File: src/rtl/multicycle_sequencer.sv
// Multi-cycle FETCH/DECODE/EXEC/MEM sequencer for the MIPS8 core.
// Turns latched opcodes into single-cycle datapath strobes and PC updates.
module multicycle_sequencer #(
  parameter int unsigned MEM_TIMEOUT = 15,
  parameter int unsigned CNT_W = 16
) (
  input  logic             clk,
  input  logic             reset,
  output logic             imem_req,
  input  logic             imem_ack,
  input  logic [4:0]       instr_opcode,
  output logic             dmem_req,
  input  logic             dmem_ack,
  input  logic             flag_z,
  input  logic             flag_l,
  input  logic             flag_g,
  input  logic             halt_req,
  output logic [4:0]       ir_opcode,
  output logic             ir_write,
  output logic             reg_we,
  output logic             flags_we,
  output logic             dm_we,
  output logic             pc_inc,
  output logic             pc_load,
  output logic             illegal_op,
  output logic             bus_error,
  output logic [CNT_W-1:0] retired,
  output logic [1:0]       state
);

  localparam logic [1:0] S_FETCH  = 2'd0;
  localparam logic [1:0] S_DECODE = 2'd1;
  localparam logic [1:0] S_EXEC   = 2'd2;
  localparam logic [1:0] S_MEM    = 2'd3;

  localparam logic [4:0] OP_LW   = 5'd7;
  localparam logic [4:0] OP_SW   = 5'd8;
  localparam logic [4:0] OP_JUMP = 5'd17;

  localparam logic [7:0] TO_LAST = 8'(MEM_TIMEOUT - 1);

  logic [1:0] next;
  logic [7:0] wait_cnt;
  logic       is_alu;
  logic       is_mov;
  logic       is_cmp;
  logic       is_mem;
  logic       is_ill;
  logic       taken;
  logic       mem_to;
  logic       retire;

  always_comb begin
    is_alu = 1'b0;
    is_mov = 1'b0;
    is_cmp = 1'b0;
    is_mem = 1'b0;
    taken  = 1'b0;
    is_ill = ir_opcode > OP_JUMP;
    case (ir_opcode)
      5'd1, 5'd2, 5'd3, 5'd4,
      5'd5, 5'd10, 5'd11: is_alu = 1'b1;
      5'd6, 5'd9:         is_mov = 1'b1;
      5'd12:              is_cmp = 1'b1;
      OP_LW, OP_SW:       is_mem = 1'b1;
      5'd13:              taken = flag_z;
      5'd14:              taken = !flag_z;
      5'd15:              taken = flag_g;
      5'd16:              taken = flag_l;
      OP_JUMP:            taken = 1'b1;
      default:            taken = 1'b0;
    endcase
  end

  // Every strobe is gated by reset so nothing leaks during the reset cycle.
  always_comb begin
    next       = state;
    imem_req   = 1'b0;
    ir_write   = 1'b0;
    dmem_req   = 1'b0;
    dm_we      = 1'b0;
    reg_we     = 1'b0;
    flags_we   = 1'b0;
    pc_inc     = 1'b0;
    pc_load    = 1'b0;
    illegal_op = 1'b0;
    retire     = 1'b0;
    mem_to     = 1'b0;
    if (!reset) begin
      case (state)
        S_FETCH: begin
          imem_req = !halt_req;
          if (imem_ack && !halt_req) begin
            ir_write = 1'b1;
            next     = S_DECODE;
          end
        end
        S_DECODE: next = S_EXEC;
        S_EXEC: begin
          if (is_mem) begin
            next = S_MEM;
          end else begin
            reg_we     = is_alu || is_mov;
            flags_we   = is_alu || is_cmp;
            pc_load    = taken;
            pc_inc     = !taken;
            illegal_op = is_ill;
            retire     = 1'b1;
            next       = S_FETCH;
          end
        end
        default: begin
          dmem_req = 1'b1;
          dm_we    = ir_opcode == OP_SW;
          mem_to   = !dmem_ack && wait_cnt == TO_LAST;
          if (dmem_ack) begin
            reg_we = ir_opcode == OP_LW;
            pc_inc = 1'b1;
            retire = 1'b1;
            next   = S_FETCH;
          end else if (mem_to) begin
            pc_inc = 1'b1;
            next   = S_FETCH;
          end
        end
      endcase
    end
  end

  always_ff @(posedge clk) begin
    if (reset) begin
      state     <= S_FETCH;
      ir_opcode <= '0;
      retired   <= '0;
      bus_error <= 1'b0;
      wait_cnt  <= '0;
    end else begin
      state <= next;
      if (ir_write) ir_opcode <= instr_opcode;
      if (retire) retired <= retired + CNT_W'(1);
      if (mem_to) bus_error <= 1'b1;
      if (state == S_EXEC) wait_cnt <= '0;
      else if (state == S_MEM && !dmem_ack) wait_cnt <= wait_cnt + 8'd1;
    end
  end

endmodule

File: config.mk
export PLATFORM = sky130hd
export DESIGN_NAME = multicycle_sequencer
export DESIGN_NICKNAME = d
export VERILOG_FILES = /design/src/rtl/multicycle_sequencer.sv
export SDC_FILE = /design/constraint.sdc
export NUM_CORES = 1
export LEC_CHECK = 0
export ABC_CLOCK_PERIOD_IN_PS = 1900
export CORE_MARGIN = 2
export CORE_UTILIZATION = 40
export DETAILED_ROUTE_END_ITERATION = 6
export DONT_BUFFER_PORTS = 1
export SYNTH_ARGS = -nofsm -noshare
export SYNTH_HDL_FRONTEND = slang
export SYNTH_SLANG_ARGS = --single-unit
File: constraint.sdc
create_clock -name clk -period 1.9 [get_ports clk]
set_clock_uncertainty 0.15 [all_clocks]
set_input_delay 0.475 -clock clk [delete_from_list [all_inputs] [get_ports clk]]
set_output_delay 0.475 -clock clk [all_outputs]
set_load 0.05 [all_outputs]
==> flow_summary_export.csv <==
group,metric,value,unit
outcome,run_status,"finished with violations",
outcome,violations,"setup timing",
setup_path,cp.depth,7,
routing,viasPerCell,5.25,
routing,drt_iter0_drc,81,
flow_run,cap_violations,0,
global_routing,antenna_found_initial,0,
logic_synthesis,synth-simple-area-share,31.4,%
cts,cts_buffer_depth,2,
finish,n_antenna_cell,0,
sta,setup_viol,12,
cts,htree_levels,2,
place,post-place-ws,-215,ps
logic_synthesis,synth.top_cells.by_count,"37 x nor2_1, 32 x dfxtp_1, 16 x xor2_1",
logic_synthesis,yosysTopAreaCell,"dfxtp_1",
pwr,power_density,829,nW/µm²
die,num_rows,24,
global_routing,grt_max_degree,34,
logic_synthesis,synth_cell_types,44,
logic_synthesis,synth_edf_count,0,
logic_synthesis,synth_top_family_by_area,"simple AND/OR/NAND/NOR gates",
setup_path,worstPathArrival,1800,ps
routing,via_count,1747,
setup_path,critPathCaptureType,"primary output",
logic_synthesis,ys_seq_elements,32,
routing,ant_nets,0,
routing,drc_errors,0,
pwr,total_power,2.43,mW
logic_synthesis,synth_top_area_share,36.3,%
sta,fmax,0.413,GHz
setup_path,critical_path_required,1270,ps
logic_synthesis,synth_cells,213,
cts,cts_root_buf,"clkbuf_8",
logic_synthesis,yosys.cell_count.top_type,"nor2_1",
setup_path,crit_path_end,"pc_inc",
finish,layout.nets,300,
setup_path,r2r_end,"state[1]",
sta,finalMaxSlewViolations,0,
logic_synthesis,avgSynthCellArea,8.29,µm²
logic_synthesis,async_flop_share,0,%
place,port_buffers,0,
routing,routedWlPerCell,14.4,µm
place,place_hpwl,3.21,mm
sta,rsz0062_at_grt,"yes",
logic_synthesis,yosys-top-cells-area,"dfxtp_1 36%, xor2_1 7.9%, nor2_1 7.9%",
finish,drive_gt1_share,48.4,%
cts,cts_num_sinks,32,
logic_synthesis,synth_fa_ha_area_share,4.96,%
cts,tritoncts,"yes",
setup_path,crit_fanout,2,
setup_path,crit_type,"reg2out",
hold_path,hold_depth,1,
hold_path,min_path_type,"in2reg",
pwr,vdd_drop_max,0.000456,V
sta,whs,87.3,ps
logic_synthesis,synth-compound-area-share,9.78,%
setup_path,r2r-start,"wait_cnt[0]",
place,dpl_cell_area,2440,µm²
place,gp_congestion,0.818,
cts,numCtsBuffers,5,
die,num_io_pins,46,
cts,clock_latency,290,ps
global_routing,grt_pass1_vias,1693,
finish,stdcell_area,2930,µm²
logic_synthesis,synth_xor_area_share,8.93,%
setup_path,path_buf_inv,2,
setup_path,cp_slowest_stage_delay,460,ps
global_routing,grtUsageTotal,20.1,%
die,fp.dieArea,4960,µm²
setup_path,worstSetupStartpointType,"register",
setup_path,crit_start,"wait_cnt[0]",
logic_synthesis,yosysWarnings,0,
setup_path,critPathTopFamily,"simple AND/OR/NAND/NOR gates",
die,start_util,41.1,%
finish,fill_cells,313,
cts,clk_pin_slew,70,ps
global_routing,grtUsageMet1,25.8,%
logic_synthesis,ys_seq_area_share,36.3,%
routing,dr.pass1.iters,4,
global_routing,met3_usage,6.64,%
sta,period_share,127,%
die,die_h,70.4,µm
finish,area_growth,65.7,%
setup_path,reg2reg_depth,9,
die,die_x,70.4,µm
setup_path,r2r_slack,-80,ps
die,core-area,4290,µm²
global_routing,grt_busiest_layer,"met2",
setup_path,cp_slowest_cell,"or4b_4",
sta,tightestPinTransition,525,ps
sta,fin_crit,2420,ps
logic_synthesis,synth.area.mux_share,4.04,%
setup_path,cp_cell_sequence,"inv_1 > ha_1 > or4b_4 > nor3_4 > o21ai_2 > a21oi_4 > buf_12",
global_routing,grt_pass1_wl,7.92,mm
sta,setup_slack,-522,ps
global_routing,met2_usage,31.8,%
logic_synthesis,syn_area,1770,µm²
logic_synthesis,syn-num-nets,233,
pwr,p_leak,1.21,nW
logic_synthesis,ys.flop_type,"dfxtp_1",
sta,relSlewSlack,65.0,%
global_routing,gr-total-overflow,0,
routing,wl,4.79,mm
sta,hold_violations,0,
==> kinds of logic after synthesis <==
group,after synthesis
mux,7
simple gates,102
compound gates,27
fa+ha+maj,7
buf+inv,20
flops,32
xor+xnor,18
==> cell type report <==
type                    count  area, µm²  area share (%)
clock buffers               7       96.3            3.29
clock inverters             1       30.0            1.03
multi-input cells         161       1320            45.0
inverters                   7       28.8           0.984
repair buffers             73        718            24.6
well taps                  52       65.1            2.22
flip-flops and latches     32        669            22.9
==> state kept, by name (all words and copies together) (netlist names) <==
register,count
bus_error,1
ir_opcode,5
retired,16
state,2
wait_cnt,8
==> cell usage in the layout, fill, tap and decap left out, types with 5 or more instances in the layout <==
cell	n
a21oi_1	5
buf_6	20
nand2_1	8
nand3_1	7
buf_4	43
buf_12	8
clkbuf_8	7
dfxtp_1	21
o21ai_0	5
nor2_1	33
nand4_1	10
mux2i_1	6
xor2_1	15
dfxtp_2	5
dfxtp_4	6
==> where the power goes <==
group	internal [mW]	total [mW]	leakage [nW]	switching (mW)
clock network	0.462	0.715	0.0645	0.252
registers	0.714	0.783	0.265	0.0694
logic	0.438	0.927	0.876	0.490
total	1.61	2.43	1.21	0.811
==> worst min path at each step <==
stage / startpoint / end / slack [ps]
floorplan: wait_cnt[5] / wait_cnt[5] / 340
global placement: state[0] / state[0] / 340
detailed placement: state[0] / state[0] / 350
CTS: reset / state[1] / 90
global route: reset / state[0] / 70
finish: reset / state[0] / 90
==> through the flow <==
step | instances | TNS, ps | util [%]
after floorplan | 213 | -1920 | -
after global placement | 311 | -892 | 56.9
after detailed placement | 311 | -1010 | 56.9
after CTS | 326 | -2270 | 64.5
after global routing | 333 | -3980 | 68.1
final | 333 | -2650 | 68.1
==> per-layer routing <==
metal	vias to the layer above	routed length, µm
met2	43	2280
met1	817	2160
met5	-	0
li1	881	-
met4	0	63
met3	6	283
==> what timing repair did <==
action,4_1_cts,5_1_grt
hold buffers,0,0
pin swaps,15,24
gates cloned,0,2
endpoints found under the setup margin,15,28
gates resized for setup,34,31
setup buffers,7,6
==> worst reg2reg max path, stage by stage (launching register included) <==
cell and delay (ps):
dfxtp_1 310, inv_1 50, ha_1 130, or4b_4 460
nor3_4 150, buf_4 140, buf_6 90, o41ai_2 70
a211o_1 240, a21oi_1 120
No activity file was read; power rests on OpenSTA's default activity.
